## src/rtl/jtag_lm32_pkg.sv

```systemverilog
// Shared definitions for the LM32 JTAG register arbiter.
package jtag_lm32_pkg;

    // Reserved address that carries no payload in either direction.
    localparam logic [2:0] IDLE_ADDR = 3'b111;

    // One {addr,data} word as moved through the 11-bit data register.
    localparam int ADDR_W = 3;
    localparam int DATA_W = 8;
    localparam int WORD_W = ADDR_W + DATA_W;

    // Transmit FSM encoding.
    //   state     | meaning
    //   ST_EMPTY  | no payload staged, idle token presented to the scan chain
    //   ST_LOADED | payload staged, waiting for Capture-DR
    //   ST_SENT   | payload captured, waiting for Update-DR to retire it
    typedef enum logic [1:0] {
        ST_EMPTY  = 2'd0,
        ST_LOADED = 2'd1,
        ST_SENT   = 2'd2
    } tx_state_t;

endpackage

```

## src/rtl/jtag_rx_fifo.sv

```systemverilog
// Synchronous receive FIFO for host-to-target words; reports dropped pushes.
module jtag_rx_fifo
    import jtag_lm32_pkg::*;
#(
    parameter int DEPTH = 2
) (
    input  logic              clk,
    input  logic              rst_n,
    input  logic              push,
    input  logic [WORD_W-1:0] push_word,
    input  logic              pop,
    output logic [WORD_W-1:0] head_word,
    output logic              not_empty,
    output logic              drop
);

    localparam int AW = $clog2(DEPTH);
    localparam logic [AW:0] PTR_ONE = {{AW{1'b0}}, 1'b1};

    logic [WORD_W-1:0] mem [DEPTH];
    logic [AW:0]       wr_ptr;
    logic [AW:0]       rd_ptr;
    logic              empty;
    logic              full;
    logic              do_pop;
    logic              do_push;

    assign empty     = (wr_ptr == rd_ptr);
    assign full      = (wr_ptr[AW] != rd_ptr[AW]) && (wr_ptr[AW-1:0] == rd_ptr[AW-1:0]);
    assign do_pop    = pop && !empty;
    // A simultaneous pop frees the slot the push lands in.
    assign do_push   = push && (!full || do_pop);
    assign drop      = push && full && !do_pop;
    assign not_empty = !empty;
    assign head_word = mem[rd_ptr[AW-1:0]];

    // Pointer advance on accepted push/pop.
    always_ff @(posedge clk or negedge rst_n) begin
        if (!rst_n) begin
            wr_ptr <= '0;
            rd_ptr <= '0;
        end else begin
            if (do_push) wr_ptr <= wr_ptr + PTR_ONE;
            if (do_pop)  rd_ptr <= rd_ptr + PTR_ONE;
        end
    end

    // Storage write; contents are don't-care while the FIFO is empty.
    always_ff @(posedge clk) begin
        if (do_push) mem[wr_ptr[AW-1:0]] <= push_word;
    end

endmodule

```

## src/rtl/jtag_reg_arb.sv

```systemverilog
// Two-requester arbiter and transmit FSM in front of the LM32 JTAG data
// register, plus the receive path into jtag_rx_fifo.
module jtag_reg_arb #(
    parameter int         RX_DEPTH  = 2,
    parameter logic [2:0] IDLE_ADDR = jtag_lm32_pkg::IDLE_ADDR
) (
    input  logic        JTCK,
    input  logic        JRSTN,
    input  logic        CAPTURE,
    input  logic        REG_UPDATE,
    input  logic [7:0]  REG_Q,
    input  logic [2:0]  REG_ADDR_Q,
    output logic [7:0]  REG_D,
    output logic [2:0]  REG_ADDR_D,
    input  logic [1:0]  tx_valid,
    input  logic [15:0] tx_data,
    input  logic [5:0]  tx_addr,
    output logic [1:0]  tx_ready,
    output logic        rx_valid,
    output logic [7:0]  rx_data,
    output logic [2:0]  rx_addr,
    input  logic        rx_ready,
    output logic        rx_overflow,
    input  logic        ovf_clr
);

    import jtag_lm32_pkg::WORD_W;
    import jtag_lm32_pkg::tx_state_t;
    import jtag_lm32_pkg::ST_EMPTY;
    import jtag_lm32_pkg::ST_LOADED;
    import jtag_lm32_pkg::ST_SENT;

    tx_state_t         state;
    tx_state_t         state_nxt;
    logic              rr_ptr;
    logic [1:0]        grant;
    logic [7:0]        stg_data;
    logic [2:0]        stg_addr;
    logic              rx_push;
    logic              rx_drop;
    logic [WORD_W-1:0] rx_head;

    // Round-robin grant, only offered while nothing is staged.
    always_comb begin
        grant = 2'b00;
        if (JRSTN && state == ST_EMPTY) begin
            case (tx_valid)
                2'b01:   grant = 2'b01;
                2'b10:   grant = 2'b10;
                2'b11:   grant = rr_ptr ? 2'b10 : 2'b01;
                default: grant = 2'b00;
            endcase
        end
    end

    assign tx_ready = grant;

    // Next-state logic; an update in LOADED belongs to a scan that captured
    // the idle token, so it does not retire the staged payload.
    always_comb begin
        state_nxt = state;
        case (state)
            ST_EMPTY:  if (|grant)     state_nxt = ST_LOADED;
            ST_LOADED: if (CAPTURE)    state_nxt = ST_SENT;
            ST_SENT:   if (REG_UPDATE) state_nxt = ST_EMPTY;
            default:                   state_nxt = ST_EMPTY;
        endcase
    end

    // State register, staging capture and round-robin pointer update.
    always_ff @(posedge JTCK or negedge JRSTN) begin
        if (!JRSTN) begin
            state    <= ST_EMPTY;
            rr_ptr   <= 1'b0;
            stg_data <= 8'h00;
            stg_addr <= IDLE_ADDR;
        end else begin
            state <= state_nxt;
            if (grant[0]) begin
                stg_data <= tx_data[7:0];
                stg_addr <= tx_addr[2:0];
                rr_ptr   <= 1'b1;
            end else if (grant[1]) begin
                stg_data <= tx_data[15:8];
                stg_addr <= tx_addr[5:3];
                rr_ptr   <= 1'b0;
            end
        end
    end

    assign REG_D      = (state == ST_EMPTY) ? 8'h00     : stg_data;
    assign REG_ADDR_D = (state == ST_EMPTY) ? IDLE_ADDR : stg_addr;

    assign rx_push = REG_UPDATE && (REG_ADDR_Q != IDLE_ADDR);

    jtag_rx_fifo #(
        .DEPTH (RX_DEPTH)
    ) u_rx_fifo (
        .clk       (JTCK),
        .rst_n     (JRSTN),
        .push      (rx_push),
        .push_word ({REG_ADDR_Q, REG_Q}),
        .pop       (rx_ready),
        .head_word (rx_head),
        .not_empty (rx_valid),
        .drop      (rx_drop)
    );

    assign rx_data = rx_head[7:0];
    assign rx_addr = rx_head[10:8];

    // Sticky overflow flag; a drop in the clearing cycle keeps it set.
    always_ff @(posedge JTCK or negedge JRSTN) begin
        if (!JRSTN)       rx_overflow <= 1'b0;
        else if (rx_drop) rx_overflow <= 1'b1;
        else if (ovf_clr) rx_overflow <= 1'b0;
    end

endmodule

```

## config.mk

```make
export PLATFORM = sky130hd
export DESIGN_NAME = jtag_reg_arb
export DESIGN_NICKNAME = d
export VERILOG_FILES = /design/src/rtl/jtag_lm32_pkg.sv /design/src/rtl/jtag_rx_fifo.sv /design/src/rtl/jtag_reg_arb.sv
export SDC_FILE = /design/constraint.sdc
export NUM_CORES = 1
export LEC_CHECK = 0
export BUFFER_PORTS_ARGS = -buffer_cell sky130_fd_sc_hd__buf_2
export CAP_MARGIN = 15
export CORE_AREA = 4 4 79 81
export CTS_BUF_LIST = sky130_fd_sc_hd__clkbuf_16
export CTS_CLUSTER_SIZE = 14
export DETAILED_ROUTE_END_ITERATION = 10
export DIE_AREA = 0 0 83 85
export GPL_ROUTABILITY_DRIVEN = 0
export PLACE_DENSITY_LB_ADDON = 0.08
export SLEW_MARGIN = 0
export SYNTH_ARGS = -nofsm -noshare
export SYNTH_HDL_FRONTEND = slang
export SYNTH_SLANG_ARGS = --single-unit
```

## constraint.sdc

```tcl
create_clock -name JTCK -period 2.55 [get_ports JTCK]
set_input_delay 0.255 -clock JTCK [delete_from_list [all_inputs] [get_ports JTCK]]
set_output_delay 0.255 -clock JTCK [all_outputs]
set_load 0.02 [all_outputs]
```

[Yosys cells after proc, flatten, opt, wreduce, memory -nomap -nowiden]
Memory sizes are Yosys's and may differ from the RTL's.
Index checks and enable logic that the tools add are counted.
Operators by class
  add/sub/neg operators: 2
  equality and inequality tests: 12
  multiplexer cells: 19
  reductions and logical operators: 16
Operators with widths (count)
  two-way mux 8 bit: 3
  case mux 2 bit (3 select lines): 2
  two-way mux 2 bit: 5
  two-way mux 3 bit: 3
  logical AND 1 bit: 7
  equality test 2 bit, second input constant: 3
  two-way mux 1 bit: 6
  adder 2 x 1 -> 2 bit, second input constant: 2
  equality test 2 x 1 -> 1 bit, second input constant: 2
  inequality test 2 bit, second input constant: 2
  nonzero test 2 bit: 2
  zero test 1 bit: 3
  inequality test 3 bit, second input constant: 1
  AND reduction 3 bit: 1
  equality test 2 bit: 1
  zero test 2 bit: 1
  inequality test 2 x 1 -> 1 bit, second input constant: 1
  OR reduction 2 bit: 1
  equality test 1 bit: 1
  logical OR 1 bit: 1
  inequality test 1 bit: 1
Storage, ports and cells
  flip-flop bits (word level): 19
  RAM bits: 22
  input port bits: 41
  word-level logic and storage cells: 57
  memories: 1
Memory list
  u_rx_fifo.mem: words 2, bits a word 11, rd ports 1, clocked after memory_dff 0, wr ports 1, line jtag_rx_fifo.sv:20  | logic [WORD_W-1:0] mem [DEPTH];

[Logic depth before layout (Yosys ltp)]
  word-level depth: 7
  mapped depth: 4

[Cells and area by module]
From an unflattened synthesis, not the netlist that was laid out.
Unflattened totals
  cells, all modules: 166
  area total of the unflattened synthesis: 1955.6 um^2
Modules (own cells, without submodules)
  jtag_rx_fifo: instances 1, cells an instance 66, area each 1066.0 um^2, sequential area each 760.7 um^2
  jtag_reg_arb: instances 1, cells an instance 100, area each 889.6 um^2, sequential area each 379.1 um^2

[Least setup slack after synthesis]
No wires, ideal clock.
  path kind: flip-flop to flip-flop
  from: register u_rx_fifo.rd_ptr[0]
  to: memory u_rx_fifo.mem[0][0] in the netlist's numbering (enable)
  library setup time: 378 ps
  arrival time: 1319 ps
  data required time: 2172 ps
  setup slack: 853 ps
  cell stages (with the launch flop): 5
  cell sequence: dfrtp_1 -> buf_2 -> xor2_2 -> o311ai_2 -> nor2_1
On the way
  longest elaborated chain between the ends: 7
  elaborated cells between the ends (all ways): 10
  classes of those cells: eq/ne: 2; mux: 2; reduce/logical: 6
RTL lines
  start, declared: line jtag_rx_fifo.sv:22  | logic [AW:0] rd_ptr;
  start signal, assigned: line jtag_rx_fifo.sv:44  | if (do_pop) rd_ptr <= rd_ptr + PTR_ONE;
  equality test 2 bit / equality test 1 bit (equally long branches): line jtag_rx_fifo.sv:28, jtag_rx_fifo.sv:29
  zero test 1 bit / logical AND 1 bit (equally long branches): line jtag_rx_fifo.sv:30, jtag_rx_fifo.sv:29
  logical AND 1 bit / zero test 1 bit (equally long branches): line jtag_rx_fifo.sv:30, jtag_rx_fifo.sv:32
  logical OR 1 bit (*): line jtag_rx_fifo.sv:32  | assign do_push = push && (!full || do_pop);
  logical AND 1 bit (*): line jtag_rx_fifo.sv:32
  two-way mux 1 bit (*): line jtag_rx_fifo.sv:50  | if (do_push) mem[wr_ptr[AW-1:0]] <= push_word;
  two-way mux 1 bit (implied by the code) (*): line jtag_rx_fifo.sv:50
  end, declared: line jtag_rx_fifo.sv:20
Mark *: on every way between the ends. The rest lies on a longest branch, timed or not.

[Worst setup path in the final report]
  from: register u_rx_fifo.wr_ptr[0]
  to: memory u_rx_fifo.mem[0][8] in the netlist's numbering (enable)
On the way
  longest elaborated chain between the ends: 7
  elaborated cells between the ends (all ways): 10
  classes of those cells: eq/ne: 2; mux: 2; reduce/logical: 6
RTL lines
  start, declared: line jtag_rx_fifo.sv:21  | logic [AW:0] wr_ptr;
  start signal, assigned: line jtag_rx_fifo.sv:43  | if (do_push) wr_ptr <= wr_ptr + PTR_ONE;
  equality test 2 bit / equality test 1 bit (equally long branches): line jtag_rx_fifo.sv:28, jtag_rx_fifo.sv:29
  zero test 1 bit / logical AND 1 bit (equally long branches): line jtag_rx_fifo.sv:30, jtag_rx_fifo.sv:29
  logical AND 1 bit / zero test 1 bit (equally long branches): line jtag_rx_fifo.sv:30, jtag_rx_fifo.sv:32
  logical OR 1 bit: line jtag_rx_fifo.sv:32
  logical AND 1 bit: line jtag_rx_fifo.sv:32
  two-way mux 1 bit: line jtag_rx_fifo.sv:50
  two-way mux 1 bit (implied by the code): line jtag_rx_fifo.sv:50
Parallel ways exist; a longest one is shown, timed or not.

==> impl_metrics.toml <==
[routing]
first_iter_violations = 76
via_per_inst = 4.976
drc = 0
first_pass_iters = 4
wl_per_cell_um = 15.19
ant_nets = 0
routed_wl_mm = 4.512
num_vias = 1478

[power]
p_int_mw = 1.920
max-vdd-ir-drop_mv = 0.4577
p_seq_frac = 0.358
p_comb_frac = 0.417
p_leak_nw = 1.009
swShare = 0.3679
pwr-share-clk = 0.225
p_sw_mw = 1.117
power.density_nw_per_um2 = 1225

[grt]
antenna_found_initial = 1
grt_first_pass_wirelength_mm = 7.445
overflow = 0
first_global_vias = 1552
grt_max_degree = 31
gr-usage-all-layers = 0.1300

[clock_network]
post_cts_buffers = 0
clk_latency_ps = 280
clkTransAtPathRegs_ps = 60
cts_tree = "yes"
cts_sinks = 41
h-tree-depth = 2
cts_resized = 0
clockRootBuffer = "clkbuf_16"
cts_buffers = 5
hold_buffers = 0
clk_path_buf_depth = 2

[sta]
layout_min_cycle_time_ps = 1939
finalHoldViolCount = 0
tns_ps = 0
max_slew_margin = 0.3878
fmax_ghz = 0.5157
hold_slack_ps = 10.19
rsz0062_at_grt = "false"
clock_skew_ps = 5.265
setup_viol = 0
slew_viol_final = 0
fin_crit_sh = 0.7605
worst_pin_slew_ps = 915.0

[synth]
syn_area_um2 = 1908
ys.flop_type = "edfxtp_1"
ys_top_cells_by_area = "edfxtp_1 (35%), dfrtp_1 (21%), mux2_2 (7.1%), dfstp_2 (4.1%), a31oi_1 (3.6%)"
synth_common_cells = "edfxtp_1 (22), dfrtp_1 (16), a21oi_1 (13), o21ai_0 (13), mux2_2 (12)"
synth_edf_count = 22
synth_top_area_cell = "edfxtp_1"
ys_types = 34
yosys.area.top_type_share = 0.3462
postSynth.asyncResetShare = 0.4634
avgSynthCellArea_um2 = 12.23
synth_cells = 156
synth.ff_latch_count = 41
yosysSeqAreaShare = 0.5974
synth.most_common_cell = "edfxtp_1"
yosys_warnings = 0
synth_nets = 197

[floorplan]
fp.dieH_um = 85
dieArea_um2 = 7055
io_pins = 67
initial_core_util = 0.3487
fp.coreArea_um2 = 5473
rows = 27
die_width_um = 83

[setup_path]
slowest_delay_ps = 720
crit_type = "reg2reg"
rr_startpoint = "u_rx_fifo.wr_ptr[0]"
cp_max_fo = 11
ff2ff_setup_slack_ps = 610
reg2reg_depth = 3
crit_start = "u_rx_fifo.wr_ptr[0]"
end_kind = "flop"
critical_path.slowest_cell = "nor2_1"
cp-start-kind = "flop"
arrival_ps = 1840
cp_data_required_time_ps = 2450
path_cells = "xor2_2 > o311ai_2 > nor2_1"

[layout]
nFillCells = 534
nets = 264
fin_cells = 297
multi_input_area_um2 = 711.9
layout-drive-gt1-share = 0.4464
area_growth_pct = 29.97
seq_area_um2 = 1140
utilization = 0.4531

[worst_hold_path]
min_path_type = "in2async"

[outcome]
status = "finished, final reports clean"

[job]
drv_cap = 0

[placement]
hpwl_mm = 3.332
dp.cells = 288
io_buffers = 66
==> critical path: cells and delay by family (launching register included) <==
| family | cells | cell delay (ps) |
|---|---|---|
| xor gates and xnor gates | 1 | 280 |
| and+or+nand+nor | 1 | 720 |
| DFF | 1 | 440 |
| AOI/OAI and AO/OA | 1 | 130 |
==> state kept, by name (all words and copies together), names as in the netlist <==
| register | flops |
|---|---|
| u_rx_fifo.mem | 22 |
| stg_data | 8 |
| stg_addr | 3 |
| state | 2 |
| u_rx_fifo.rd_ptr | 2 |
| u_rx_fifo.wr_ptr | 2 |
| rr_ptr | 1 |
| rx_overflow | 1 |
==> through the flow <==
step | worst slack [ps] | cell area [um^2] | power [mW]
2_1_floorplan | 852.6 | 1908 | 1.989
5_1_grt | 432.1 | 2480 | 3.235
3_3_place_gp | 636.9 | 2313 | 2.351
4_1_cts | 575.9 | 2477 | 3.075
3_5_place_dp | 592.5 | 2313 | 2.383
6_report | 610.8 | 2480 | 3.037
==> routing by layer <==
layer,part of all wire,track usage,vias to the layer above
li1,-,-,719
met3,0.063,0.03883,6
met4,0.011,0.04755,0
met1,0.42,0.1533,695
met2,0.50,0.2245,58
met5,0,0,-
==> final cells by class <==
type                    instances  area share
clock buffers                   5     0.05045
diodes                          1    0.001009
flip-flops and latches         41      0.4596
clock inverters                 3     0.01564
well taps                      72     0.03633
multi-input cells             103      0.2871
repair buffers                 71      0.1483
inverters                       1    0.001514
==> placed cells by master (no fill, tap or decap), drive strengths merged, types with 2 or more instances in the layout <==
master	count
buf	71
edfxtp	22
dfrtp	16
o21ai	13
a21oi	13
mux2	12
nand4	11
a31oi	11
nor2b	9
or2	6
nor2	5
clkbuf	5
xnor2	4
dfstp	3
and2	2
nand3	2
nand2	2
inv	2
xor2	2
nor3b	2
==> worst paths after layout <==
kind,endpoint
max,u_rx_fifo.mem[0][8]
min in group JTCK,u_rx_fifo.mem[1][1]
min reg2reg,rx_overflow
min,stg_data[5]
max in group asynchronous,stg_addr[2]
max reg2reg,u_rx_fifo.mem[0][8]
==> logic make-up after synthesis <==
logic type	share of synthesized area
AOI/OAI and AO/OA	0.1259
xor gates and xnor gates	0.03148
and+or+nand+nor	0.1397
muxes	0.07607
buffers and inverters	0.02950
DFF	0.5974
==> power groups by stage <==
stage	Combinational, mW	Sequential, mW	Clock (mW)
5_1_grt	1.39	1.12	0.729
3_3_place_gp	1.26	1.09	0
3_5_place_dp	1.28	1.10	0
6_report	1.27	1.09	0.682
2_1_floorplan	0.919	1.07	0
4_1_cts	1.29	1.09	0.696
Power figures use the tool's default switching activity.
